<file path="src/rtl/pmem_arbiter.sv">
// pmem_arbiter
//   Arbitrates between the instruction-side prefetcher and the data cache
//   for a single physical-memory (cacheline adaptor) port. One transaction is
//   in flight at a time. Requests are latched on grant, and the pmem_* outputs
//   are driven only from those latched copies. Each transaction is followed by
//   one DONE cycle before the arbiter returns to IDLE.
//
//   Optional feature: macro PMEM_ARB_STARVE_GUARD_EN. When it is defined, a
//   starvation counter lets a waiting instruction read win a tie after
//   STARVE_LIMIT consecutive data grants. When it is undefined, data always
//   wins ties and STARVE_LIMIT has no effect.
//
// Ports
//   clk, rst                 clock, asynchronous active-low reset
//   inst_read/inst_address   instruction-side read request
//   inst_resp/inst_rdata     instruction completion pulse and line
//   data_read/data_write     data-side request (both high is a write)
//   data_address/data_wdata  data-side address and write-back line
//   data_resp/data_rdata     data completion pulse and line
//   pmem_read/pmem_write     request to the adaptor (registered)
//   pmem_address/pmem_wdata  latched request fields
//   pmem_resp/pmem_rdata     adaptor completion and read line
module pmem_arbiter #(
  parameter int STARVE_LIMIT = 4
) (
  input  logic         clk,
  input  logic         rst,
  input  logic         inst_read,
  input  logic [31:0]  inst_address,
  output logic         inst_resp,
  output logic [255:0] inst_rdata,
  input  logic         data_read,
  input  logic         data_write,
  input  logic [31:0]  data_address,
  input  logic [255:0] data_wdata,
  output logic         data_resp,
  output logic [255:0] data_rdata,
  output logic         pmem_read,
  output logic         pmem_write,
  output logic [31:0]  pmem_address,
  output logic [255:0] pmem_wdata,
  input  logic         pmem_resp,
  input  logic [255:0] pmem_rdata
);

  typedef enum logic [1:0] {IDLE, INST, DATA, DONE} state_t;

  state_t state;
  logic   data_req;
  logic   grant_inst;

  assign data_req = data_read | data_write;

`ifdef PMEM_ARB_STARVE_GUARD_EN
  localparam int CW = (STARVE_LIMIT < 1) ? 1 : $clog2(STARVE_LIMIT + 1);
  localparam logic [CW-1:0] LIMIT = CW'(STARVE_LIMIT);

  logic [CW-1:0] starve_cnt;

  // An instruction read wins when it is alone, or when data has already
  // taken LIMIT grants back to back while the read was waiting.
  assign grant_inst = inst_read & (~data_req | (starve_cnt == LIMIT));

  always_ff @(posedge clk or negedge rst) begin
    if (!rst) begin
      starve_cnt <= '0;
    end else if (state == IDLE) begin
      if (grant_inst)
        starve_cnt <= '0;
      else if (data_req && inst_read && starve_cnt != LIMIT)
        starve_cnt <= starve_cnt + 1'b1;
    end
  end
`else
  assign grant_inst = inst_read & ~data_req;
`endif

  // The read/write kind is held in pmem_read/pmem_write themselves. Both are
  // registered, so they first appear in the cycle after the grant.
  always_ff @(posedge clk or negedge rst) begin
    if (!rst) begin
      state        <= IDLE;
      pmem_read    <= 1'b0;
      pmem_write   <= 1'b0;
      pmem_address <= '0;
      pmem_wdata   <= '0;
    end else begin
      case (state)
        IDLE: begin
          if (grant_inst) begin
            state        <= INST;
            pmem_read    <= 1'b1;
            pmem_write   <= 1'b0;
            pmem_address <= inst_address;
            pmem_wdata   <= '0;
          end else if (data_req) begin
            state        <= DATA;
            pmem_read    <= ~data_write;  // read+write together counts as a write
            pmem_write   <= data_write;
            pmem_address <= data_address;
            pmem_wdata   <= data_wdata;
          end
        end
        INST, DATA: begin
          if (pmem_resp) begin
            state      <= DONE;
            pmem_read  <= 1'b0;
            pmem_write <= 1'b0;
          end
        end
        default: state <= IDLE;  // DONE lasts exactly one cycle
      endcase
    end
  end

  // The completion is forwarded in the same cycle as pmem_resp. A response
  // that arrives outside INST/DATA (after a reset, for example) is ignored.
  assign inst_resp  = (state == INST) & pmem_resp;
  assign data_resp  = (state == DATA) & pmem_resp;
  assign inst_rdata = inst_resp ? pmem_rdata : '0;
  assign data_rdata = data_resp ? pmem_rdata : '0;

endmodule

</file>
<file path="config.mk">
export PLATFORM = sky130hd
export DESIGN_NAME = pmem_arbiter
export DESIGN_NICKNAME = d
export VERILOG_FILES = /design/src/rtl/pmem_arbiter.sv
export SDC_FILE = /design/constraint.sdc
export NUM_CORES = 1
export LEC_CHECK = 0
export ABC_AREA = 1
export BUFFER_PORTS_ARGS = -buffer_cell sky130_fd_sc_hd__buf_2
export CAP_MARGIN = 15
export CORE_AREA = 2 2 545 547
export CTS_CLUSTER_DIAMETER = 50
export DETAILED_ROUTE_END_ITERATION = 8
export DIE_AREA = 0 0 547 549
export GPL_TIMING_DRIVEN = 0
export PLACE_DENSITY = 0.3
export SYNTH_ARGS = -nofsm -noshare
export SYNTH_HDL_FRONTEND = slang
export SYNTH_SLANG_ARGS = --single-unit
</file>
<file path="constraint.sdc">
create_clock -name clk -period 1.9 [get_ports clk]
set_input_delay 0.19 -clock clk [delete_from_list [all_inputs] [get_ports clk]]
set_output_delay 0.19 -clock clk [all_outputs]
set_load 0.01 [all_outputs]
</file>
==> results of run 1 <==
## worst max path at each step
stage / start / to / slack, ns / cells after the start
detailed placement: state[1]$_DFFE_PN0P_ / inst_resp / -2.09 / 7
CTS: state[0]$_DFFE_PN0P_ / inst_resp / -0.81 / 6
finish: state[0]$_DFFE_PN0P_ / data_rdata[143] / -0.74 / 7
floorplan: state[0]$_DFFE_PN0P_ / data_resp / 0.30 / 6
global placement: rst / pmem_wdata[109]$_DFFE_PN0P_ / -6.56 / 1
global route: state[0]$_DFFE_PN0P_ / data_rdata[144] / -0.81 / 7
## what timing repair did
item	4_1_cts	5_1_grt
resized for setup	553	343
endpoints found under the setup margin	802	824
setup buffers	13	15
endpoints found under the hold margin	484	0
pin swaps	22	26
cloned	13	7
hold buffers	328	0
## placed cells by master, fill, tap and decap left out, drive strengths merged
cell type and count:
nand3 258, buf 1487, clkbuf 188, a21oi 1
inv 302, clkinvlp 13, dfrtp 292, nand2 623
dlygate4sd3 327, or2 2, diode 44, o211ai 32
clkinv 14, nor2 514, ha 4, bufinv 11
o21ai 3
## cell families after synthesis
logic type,Yosys count,share of synthesized area
AO/OA/AOI/OAI,36,0.01815
adder cells (fa/ha/maj),4,0.003347
AND/OR/NAND/NOR,1397,0.3727
buffers and inverters,452,0.1172
flip-flops,292,0.4886
## per-layer routing
metal,share of wire,up-vias
li1,-,10300
met3,0.13,287
met5,0.00081,-
met4,0.033,26
met2,0.46,1314
met1,0.38,10930
## report_power, final
group | total [uW] | switching, uW | internal [uW]
clock | 13400 | 4520 | 8920
combinational | 28000 | 18800 | 9150
sequential | 10800 | 1650 | 9160
## cell type report
class	count	area share
Timing Repair Buffer	1763	0.3303
Buffer	154	0.03873
Sequential cell	292	0.1993
Clock inverter	42	0.01539
Tap cell	3939	0.1344
Antenna cell	44	0.003003
Multi-Input combinational cell	1437	0.1942
Inverter	298	0.03075
Clock buffer	85	0.05382
## state kept, by name (all words and copies together), names as in the netlist
signal and count:
pmem_read 1, state 2, pmem_wdata 256, pmem_write 1, pmem_address 32
## metrics by stage
stage          total power, uW  setup slack [ns]
2_1_floorplan            19630            0.3032
3_3_place_gp             35500            -6.555
3_5_place_dp             35530            -2.090
4_1_cts                  52490           -0.8089
5_1_grt                  55960           -0.8062
6_report                 52230           -0.7424
## worst register-to-register path, delay by kind of cell (launching register included)
family          cells  cell delay [ns]
simple gates        2             0.15
buf+inv             7             1.15
flops               1             0.43
fa+ha+maj           1             0.12
compound gates      1             0.26
==> impl_results.md, run 1 <==
- Cells after Synth: 2181
- Share of the synthesized area in the top cell type: 0.4886
- Power Density: 1425 nW/um^2
- Synth unique cells: 16
- Initial Util: 0.05069
- Crit path arrival time: 2.45 ns
- Pins Over Slew Limit: 0
- TNS Setup: -357.13 ns
- Nets: 4604
- CP Capture Type: output port
- Met3 Use GR: 0.08675
- Area after DPL: 26940 sq um
- Synth area leaders: dfrtp_1 (49%), nand2_1 (16%), nor2_1 (13%)
- Worst hold margin: 0.1328 ns
- Max VDD drop: 0.0007397 V
- Most frequent cell after synthesis: nand2_1
- Hold Violations, Final: 0
- GRT busiest layer: met2
- Critical path class: register to output port
- Commonest register cell after synthesis: dfrtp_1
- Max Cap Violations: 0
- Clk_skew: 0.05512 ns
- Clock-pin slew on the worst setup and hold paths: 0.05 ns
- Largest net degree at the start of global routing: 101
- Pleak: 0.01925 uW
- Maximum clock frequency: 0.3784 GHz
- Floorplan row count: 200
- Most instantiated cells after synthesis: nand2_1 (623), nor2_1 (513), inv_1 (296)
- FF-to-FF Start: state[0]$_DFFE_PN0P_
- Sequential fraction of the synthesis area: 0.4886
- FF+latch area: 7308 sq um
- Total Routing Usage GR: 0.1474
- Startpoint Class: register
- Met1 Usage GRT: 0.1586
- Beginning of the worst hold path: data_write
- CTS H-Tree Depth: 3
- Initial antenna violation count: 102
- Flop2flop setup slack: -0.35 ns
- Finished Layout Cells: 8054
- Post-Syn Area: 14960 sq um
- CP most frequent cell: clkbuf_16
- Layout fillers: 34490
- Root buf cell: clkbuf_16
- Synth Warn #: 0
- First-pass GRT wire length: 281100 um
- Hold depth: 5
- Mapped Avg Cell Area: 6.857 sq um
- Clk Latency, worst-skew pair: 0.72 ns
- Worst path bufs/invs: 4
- Status: finished, violations left
- Initial DRC Count: 1326
- Post-route worst setup slack: -0.7424 ns
- Routed vias: 22860
- Routability-driven placement congestion ratio: 0.9788
- Tmin final: 2.642 ns
- DP Cell Count: 7509
- Reg2Reg Depth: 11
- Clock Path Buffers: 4
- Violated checks: setup timing
- Port Buf Inserts: 1385
- Num CTS Buffers: 72
- Number of remaining DRC errors: 0
- Unrepaired setup endpoints after global routing: yes
- Post-route ant nets: 0
- Core area: 295000 sq um
- Pre-antenna DRT Iters: 8
- Worst-path maximum fanout: 7
- Worst rel slew slack: 0.4506
- Area growth, synth to finish: 145.2%
- Die X: 547 um
- Min-Delay Path Class: primary input to register
- Delay-heaviest family, CP: buffers and inverters
- Avg WL per Cell: 28.67 um
- Worst stage delay on the critical path: 0.43 ns
- GR Overflow Total: 0
- IO Pins: 1386
- Die Y-Extent: 549 um
- Vias in the first global route: 23630
- GR Layer Usage met2: 0.2435
- Async set-reset flop share out of synthesis: 1.000
- Fin crit share: 1.391
- Synth area leader: dfrtp_1
- Clk sinks: 292
- Detailed Route WL: 230900 um
- Post-synth EDFFs: 0
- Crit-path slowest cell: dfrtp_2
- Required @ worst endpoint: 1.71 ns
- Worst Max-Slew Pin Slew: 0.8242 ns
- Mapped Nets: 2767
- Share of layout cells above drive strength 1: 0.4613
- Die Area: 300300 sq um
- Area of the multi-input gates: 7122 sq um
- CTS tree: yes
- Hpwl dp: 206800 um
- Worst hold endpoint: pmem_address[2]$_DFFE_PN0P_
- Reg-to-Reg End: pmem_wdata[164]$_DFFE_PN0P_
- #FFs+latches synth: 292
- End-of-flow core utilization: 0.1243
- Vias/cell: 2.838
- Final setup viols: 801
- Final instance area: 36660 sq um
- Worst path cell trace: inv_2 -> ha_4 -> nand2_8 -> clkbuf_16 -> clkbuf_16 -> nor2_4 -> buf_6
(Power assumes the default switching activity.)
==> run 2, diff against run 1 <==
==> constraint.sdc (replaced) <==
create_clock -name clk -period 1.9 [get_ports clk]
set_input_delay 0.285 -clock clk [delete_from_list [all_inputs] [get_ports clk]]
set_output_delay 0.285 -clock clk [all_outputs]
set_load 0.01 [all_outputs]
==> impl_results.md, run 2 (synthesis gave the netlist of run 1 again) <==
- Status: finished, violations left
- Violated checks: setup timing
- Crit path arrival time: 2.45 ns
- Root buf cell: clkbuf_16
- Clk Latency, worst-skew pair: 0.72 ns
- Unrepaired setup endpoints after global routing: yes
- First-pass GRT wire length: 280800 um
- Nets: 4591
- Routability-driven placement congestion ratio: 0.9788
- Initial DRC Count: 1371
- Vias in the first global route: 23630
- Power Density: 1411 nW/um^2
- Max VDD drop: 0.0007420 V
- Tmin final: 2.734 ns
- Floorplan row count: 200
- Hold Violations, Final: 0
- Initial Util: 0.05069
- Worst Max-Slew Pin Slew: 0.8681 ns
- Fin crit share: 1.439
- Final instance area: 36900 sq um
- Die X: 547 um
- Avg WL per Cell: 28.58 um
- Worst rel slew slack: 0.4213
- Number of remaining DRC errors: 0
- Post-route ant nets: 0
- Routed vias: 22830
- Pre-antenna DRT Iters: 5
- Initial antenna violation count: 105
- Commonest non-fill, non-tap cell in the layout: buf_2
- Die Area: 300300 sq um
- Max Cap Violations: 0
- Largest net degree at the start of global routing: 101
- Hold depth: 3
- Min-Delay Path Class: primary input to register
- Worst hold endpoint: pmem_wdata[128]$_DFFE_PN0P_
- CP Capture Type: output port
- Biggest regs: pmem_wdata (256), pmem_address (32), state (2)
- Clk_skew: 0.05209 ns
- Flop2flop setup slack: -0.42 ns
- Clock Path Buffers: 4
- FF-to-FF Start: state[0]$_DFFE_PN0P_
- Vias/cell: 2.835
- Hpwl dp: 206800 um
- Port Buf Inserts: 1385
- Core area: 295000 sq um
- IO Pins: 1386
- Area growth, synth to finish: 146.8%
- Die Y-Extent: 549 um
- CTS tree: yes
- Detailed Route WL: 230200 um
- Final setup viols: 786
- Total Power: 52080 uW
- Post-route worst setup slack: -0.8340 ns
- Reg with most FFs: pmem_wdata
- Most frequent cells in the layout: buf_2 (1216), nand2_1 (621), dlygate4sd3_1 (318), nor2_1 (307), inv_1 (292)
- Reg2Reg Depth: 8
- Num CTS Buffers: 72
- Area after DPL: 26940 sq um
- Clock-pin slew on the worst setup and hold paths: 0.05 ns
- Total Routing Usage GR: 0.1473
- Beginning of the worst hold path: data_wdata[128]
- Worst-path maximum fanout: 6
- Critical path class: register to output port
- Largest register FFs: 256
- Startpoint Class: register
- Pleak: 0.01920 uW
- Maximum clock frequency: 0.3658 GHz
- Share of layout cells above drive strength 1: 0.4630
- GR Overflow Total: 0
- Pins Over Slew Limit: 0
- CTS H-Tree Depth: 3
- Required @ worst endpoint: 1.62 ns
- Reg-to-Reg End: pmem_wdata[163]$_DFFE_PN0P_
- Clk sinks: 292
## run 2: cell count changes in the layout (fill, tap and decap cells not counted), moves of 10 or more
cell,delta
buf_2,-30
buf_6,+35
diode_2,+13
nor2_1,-10
nor2_2,-24
nor2_4,+34
## run 2: area by class of cell
class                           instances  area, sq um
Multi-Input combinational cell       1437         7284
Tap cell                             3939         4928
Fill cell                           34470       258100
Timing Repair Buffer                 1750        12160
Inverter                              298         1130
Sequential cell                       292         7308
Clock inverter                         42        564.3
Antenna cell                           57        142.6
Buffer                                154         1411
Clock buffer                           85         1973
## run 2: what timing repair did
item,in CTS,in global routing
setup endpoints to repair,810,801
hold buffers,319,0
cloned,15,6
pin swaps,31,29
gates resized for setup,595,366
hold endpoints to repair,477,0
buffers inserted,13,11
## run 2: how the worst max path moves through the flow
stage	from	end	slack, ns	cells after the start
global placement	rst	pmem_wdata[109]$_DFFE_PN0P_	-6.65	1
finish	state[0]$_DFFE_PN0P_	data_rdata[181]	-0.83	7
detailed placement	state[1]$_DFFE_PN0P_	inst_resp	-2.18	7
global route	state[1]$_DFFE_PN0P_	inst_rdata[92]	-0.92	7
CTS	state[0]$_DFFE_PN0P_	inst_resp	-0.90	6
floorplan	state[0]$_DFFE_PN0P_	data_resp	0.21	6
## run 2: where the power goes
part           total, uW  switching, uW  internal, uW  leakage, uW
clock network      13400           4520          8920      0.00121
logic              27800          18800          9020       0.0143
registers          10800           1660          9160      0.00365
total              52100          25000         27100       0.0192
## run 2: metrics by stage
stage | instances | setup TNS, ns | utilization | hold slack, ns | setup slack (ns)
CTS | 7983 | -464.75 | 0.1196 | 0.005376 | -0.9039
global placement | 7505 | -2719.07 | 0.09089 | 0.4507 | -6.650
global route | 8040 | -509.11 | 0.1250 | 0.007105 | -0.9172
floorplan | 2181 | 0 | - | -0.01059 | 0.2082
detailed placement | 7509 | -736.81 | 0.09131 | 0.1681 | -2.185
finish | 8054 | -402.48 | 0.1251 | 0.04591 | -0.8340
## run 2: routing by layer
| metal | track usage | vias up | share of wire |
|---|---|---|---|
| met5 | 0.01219 | - | 0.0021 |
| met4 | 0.03689 | 26 | 0.028 |
| met3 | 0.08441 | 271 | 0.13 |
| met1 | 0.1589 | 10900 | 0.38 |
| li1 | - | 10300 | - |
| met2 | 0.2446 | 1341 | 0.46 |
## run 2: critical path, cell delays in order (launching register included)
cell	delay, ns
dfrtp_2	0.43
inv_2	0.09
ha_4	0.15
nand2_8	0.12
clkbuf_16	0.25
clkbuf_16	0.17
nor2_4	0.27
buf_6	0.16
